`config.mk`:
```
export PLATFORM = sky130hd
export DESIGN_NAME = fifo_push_arbiter
export DESIGN_NICKNAME = d
export VERILOG_FILES = /design/src/rtl/fifo_push_arbiter.sv
export SDC_FILE = /design/constraint.sdc
export NUM_CORES = 1
export LEC_CHECK = 0
export ABC_CLOCK_PERIOD_IN_PS = 3500
export CORE_MARGIN = 2
export CORE_UTILIZATION = 35
export DETAILED_ROUTE_END_ITERATION = 6
export PLACE_DENSITY = 0.92
export SYNTH_ARGS = -nofsm -noshare
export SYNTH_HDL_FRONTEND = slang
export SYNTH_SLANG_ARGS = --single-unit
export TNS_END_PERCENT = 20
```
`constraint.sdc`:
```
create_clock -name clock -period 3.5 [get_ports clock]
set_input_delay 0.7 -clock clock [delete_from_list [all_inputs] [get_ports clock]]
set_output_delay 0.7 -clock clock [all_outputs]
set_load 0.01 [all_outputs]
```
`src/rtl/fifo_push_arbiter.sv`:
```
`default_nettype none
// ============================================================================
// Module   : fifo_push_arbiter
// Purpose  : Round-robin arbiter sharing the single write port of an 8-bit
//            fifo between NUM_REQ producers using a valid/ack handshake.
//            Each word costs one IDLE (arbitration) cycle plus at least one
//            WRITE (push) cycle, so peak throughput is one word per 2 cycles.
// Ports    : clock      - system clock, rising edge
//            reset      - synchronous, active-low
//            req_valid  - per-requester word valid (held until ack)
//            req_data   - flattened words, requester i at [i*DATA_WIDTH +: DATA_WIDTH]
//            req_ack    - one-hot, one-cycle pulse when requester's word is written
//            fifo_full  - fifo full flag
//            fifo_busy  - fifo busy flag, push not accepted while high
//            fifo_count - fifo data_count (used only with the watermark option)
//            fifo_push  - fifo push strobe
//            fifo_data  - fifo data_in
//            grant_id   - index of the current or last granted requester
//            arb_active - high while in WRITE
// Option   : `define FIFO_ARB_WATERMARK_EN to restrict grants to requester 0
//            while fifo_count >= WATERMARK.
// Revision : 1.0 - initial release
// ============================================================================
module fifo_push_arbiter #(
  parameter int NUM_REQ     = 4,
  parameter int DATA_WIDTH  = 8,
  parameter int COUNT_WIDTH = 10,
  parameter int WATERMARK   = 960
) (
  input  logic                          clock,
  input  logic                          reset,
  input  logic [NUM_REQ-1:0]            req_valid,
  input  logic [NUM_REQ*DATA_WIDTH-1:0] req_data,
  output logic [NUM_REQ-1:0]            req_ack,
  input  logic                          fifo_full,
  input  logic                          fifo_busy,
  input  logic [COUNT_WIDTH-1:0]        fifo_count,
  output logic                          fifo_push,
  output logic [DATA_WIDTH-1:0]         fifo_data,
  output logic [$clog2(NUM_REQ)-1:0]    grant_id,
  output logic                          arb_active
);

  localparam int ID_W = $clog2(NUM_REQ);
  localparam logic [ID_W-1:0]    c_LAST_INIT = ID_W'(NUM_REQ - 1);
  localparam logic [NUM_REQ-1:0] c_REQ0_MASK = NUM_REQ'(1);

  typedef enum logic [0:0] {
    S_IDLE  = 1'b0,
    S_WRITE = 1'b1
  } state_t;

  state_t                r_state;
  state_t                w_state_next;
  logic [ID_W-1:0]       r_last;
  logic [ID_W-1:0]       r_grant;
  logic [DATA_WIDTH-1:0] r_data;

  logic [NUM_REQ-1:0]    w_elig;
  logic                  w_any;
  logic [ID_W-1:0]       w_winner;
  logic [DATA_WIDTH-1:0] w_word;
  logic                  w_grant;
  logic                  w_accept;
  logic                  w_above_wm;

  assign w_above_wm = (fifo_count >= COUNT_WIDTH'(WATERMARK));

  // Requesters allowed to compete this cycle.
  always_comb begin
    w_elig = req_valid;
`ifdef FIFO_ARB_WATERMARK_EN
    // Near-full: only requester 0 may win; the pointer is left untouched.
    if (w_above_wm) begin
      w_elig = req_valid & c_REQ0_MASK;
    end
`endif
  end

`ifndef FIFO_ARB_WATERMARK_EN
  logic w_unused_wm;
  assign w_unused_wm = w_above_wm;
`endif

  // Round-robin search: first eligible index at last+1, last+2, ... mod NUM_REQ.
  always_comb begin
    logic [ID_W-1:0] v_idx;
    w_any    = 1'b0;
    w_winner = '0;
    for (int k = 1; k <= NUM_REQ; k++) begin
      v_idx = ID_W'((int'(r_last) + k) % NUM_REQ);
      if (!w_any && w_elig[v_idx]) begin
        w_any    = 1'b1;
        w_winner = v_idx;
      end
    end
  end

  // Winner's word mux.
  always_comb begin
    w_word = '0;
    for (int i = 0; i < NUM_REQ; i++) begin
      if (ID_W'(i) == w_winner) begin
        w_word = req_data[i*DATA_WIDTH +: DATA_WIDTH];
      end
    end
  end

  assign w_grant  = (r_state == S_IDLE) && w_any && !fifo_full && !fifo_busy;
  // Ack is masked while reset is asserted: a write cut short by reset is not
  // considered written and will be retried.
  assign w_accept = (r_state == S_WRITE) && !fifo_full && !fifo_busy && reset;

  always_comb begin
    w_state_next = r_state;
    case (r_state)
      S_IDLE:  if (w_grant) w_state_next = S_WRITE;
      S_WRITE: if (fifo_full || !fifo_busy) w_state_next = S_IDLE;
      default: w_state_next = S_IDLE;
    endcase
  end

  always_ff @(posedge clock) begin
    if (!reset) begin
      r_state <= S_IDLE;
      r_last  <= c_LAST_INIT;
      r_grant <= '0;
      r_data  <= '0;
    end else begin
      r_state <= w_state_next;
      if (w_grant) begin
        r_data  <= w_word;
        r_grant <= w_winner;
      end
      if (w_accept) begin
        r_last <= r_grant;
      end
    end
  end

  always_comb begin
    req_ack = '0;
    if (w_accept) begin
      req_ack[r_grant] = 1'b1;
    end
  end

  // An unexpected full during WRITE drops the push immediately.
  assign fifo_push  = (r_state == S_WRITE) && !fifo_full;
  assign fifo_data  = r_data;
  assign grant_id   = r_grant;
  assign arb_active = (r_state == S_WRITE);

endmodule
`default_nettype wire

```
==> flow_metrics.tcl <==
set metrics [dict create \
    peakVddDrop_uv 199 \
    fmax_mhz 324 \
    synth_compound_area_frac 0.158 \
    ys.flop_type "dfxtp_1" \
    synthMostInstantiatedCell "mux2i_1" \
    hold_viol 0 \
    timing.max_cap.violations 0 \
    core_um2 2210 \
    synth_fa_ha_area_frac 0 \
    synthTopCellsByCount "mux2i_1 (20), dfxtp_1 (13), nand3_1 (8), o221ai_1 (8), nand2_1 (7)" \
    dieArea_um2 2730 \
    min_period_ns 3.09 \
    yosysTopAreaCellShare 0.320 \
    dr.pass1.iters 4 \
    htreeDepth 1 \
    via_count 917 \
    syn2layout_area_growth_pct 73.4 \
    hpwl_um 1970 \
    synth-simple-area-share 0.209 \
    worstMarginPinSlew_ns 0.385 \
    async_reset_ff_frac 0 \
    p_per_area_nw_per_um2 266 \
    wire_per_inst_um 14.3 \
    rows 17 \
    drc 0 \
    synth_top_family_by_area "multiplexers" \
    insertion_delay_ns 0.27 \
    synth-seq-cells 13 \
    die_y_um 52.2 \
    clockBufferDepth 2 \
    worstReg2RegEnd "fifo_data[0]" \
    antenna_found_initial 0 \
    slew_headroom 0.742 \
    grt_usage 0.195 \
    utilization 0.639 \
    placement.io_buffers 55 \
    cts_resized 0 \
    antenna_left 0 \
    synthMuxAreaShare 0.246 \
    grt_first_pass_wirelength_um 3970 \
    tns_ns 0 \
    grt_pass1_vias 944 \
    multiInputGateArea_um2 507 \
    regToRegSetupSlack_ns 1.85 \
    crit_path_end_kind "output port" \
    avgSynthCellArea_um2 9.47 \
    synth_cells 86 \
    min_path_cells 2 \
    r2r_cells 5 \
    reg2reg_from "r_last[1]" \
    ys_warn_count 0 \
    fillCellCount 194 \
    synth_area_um2 815 \
    dr.first_iter.drc_count 18 \
    cts_buffers 3 \
    clk_pin_slew_ns 0.08 \
    fin_nets 194 \
    io_pins 66 \
    skew_ns 0.00449 \
    cts_hold_buf 0 \
    synth_largest_area_cell "dfxtp_1" \
    synth_edf_count 0 \
    drive_gt1_frac 0.0839 \
    slew_viol_final 0 \
    antenna_cells 0 \
    ys_seq_area_frac 0.320 \
    grt_overflow 0 \
    synthXorXnorAreaFrac 0 \
    crit_fanout 3 \
    initial_utilization 0.368 \
    synth_area_leaders "dfxtp_1 (32%), mux2i_1 (25%), o221ai_1 (8.6%), nand3_1 (4.9%), nand2_1 (3.2%)" \
    status "finished clean" \
    setup_violations 0 \
    grt_max_degree 18 \
    root_buffer "clkbuf_4" \
    required_ns 2.80 \
    period_share 0.883 \
    syn_nets 136 \
    worstPathArrival_ns 2.39 \
    wl_um 2450 \
    holdPathEnd "fifo_data[6]" \
    critPathLaunchType "primary input" \
    ys_types 29 \
    cts_tree "done" \
    path_class "in -> out" \
    hold_path_startpoint "fifo_data[6]" \
    gp_congestion 0.757 \
    register_area_um2 260 \
    power_leakage_nw 0.514 \
    postCtsSetupRepairBufs 0 \
    rsz0062_at_grt "false" \
    cts.sinks 13 \
    fp.dieW_um 52.2 \
    hp-class "reg -> reg" \
    vias_per_cell 5.36 \
]
## where the power goes
group	switching [mW]	internal (mW)	leakage, nW	total (mW)
clock network	0.0469	0.0441	0.0150	0.0911
logic	0.0444	0.0776	0.393	0.122
registers	0.00625	0.157	0.106	0.163
## sequential cells by signal (all words and copies together), names as in the netlist
name        flops
fifo_data       8
r_last          2
grant_id        2
arb_active      1
## metal layers
metal	track usage	vias to the layer above	wire length (um)
li1	-	440	-
met1	0.197	427	940
met2	0.365	46	1290
met3	0.0457	4	183
met4	0.107	0	39
met5	0	-	0
## worst max-delay path by stage
| stage | start | to | depth (start not counted) |
|---|---|---|---|
| 2_1_floorplan | fifo_full | req_ack[2] | 4 |
| 3_3_place_gp | fifo_full | req_ack[3] | 6 |
| 3_5_place_dp | fifo_full | req_ack[2] | 6 |
| 4_1_cts | fifo_full | req_ack[2] | 6 |
| 5_1_grt | fifo_full | req_ack[2] | 6 |
| 6_report | fifo_full | req_ack[2] | 6 |
## layout by cell type, fill, tap and decap left out, drive strengths merged
cell type / count
and4: 1
clkdlybuf4s50: 55
a21oi: 1
nor2: 1
o221a: 1
nor3b: 2
nor4: 1
or4: 1
inv: 3
nand2: 7
o21ai: 3
mux2i: 20
o221ai: 8
nor2b: 3
and2b: 1
buf: 3
nand3b: 1
a21boi: 1
dfxtp: 13
a211oi: 2
nand3: 9
clkbuf: 4
and2: 1
nor3: 1
## critical path: stages
cell,delay [ns]
clkdlybuf4s50_1,0.44
nor2b_1,0.18
nor2b_1,0.19
nand2_1,0.10
nor3b_1,0.21
clkdlybuf4s50_1,0.57
## stage by stage
step	std cells	area, um^2	hold WS (ns)	setup slack [ns]	total power, mW
after global routing	171	1410	0.530	0.269	0.400
after floorplan	86	815	0.485	1.08	0.219
after detailed placement	167	1390	0.479	0.402	0.289
final	171	1410	0.492	0.411	0.376
after global placement	167	1390	0.466	0.442	0.284
after CTS	171	1410	0.498	0.411	0.381
## area by class of cell
type	count	share of cell area
inverters	3	0.00797
multi-input cells	65	0.359
repair buffers	58	0.406
clock buffers	4	0.0186
flip-flops and latches	13	0.184
well taps	28	0.0248
## cells by family (layout without fill, tap and decap cells)
logic type	count (synthesis)	in the layout
AND/OR/NAND/NOR	29	29
flip-flops	13	13
buffers and inverters	8	65
AO/OA/AOI/OAI	16	16
multiplexers	20	20
(Power assumes the default switching activity.)
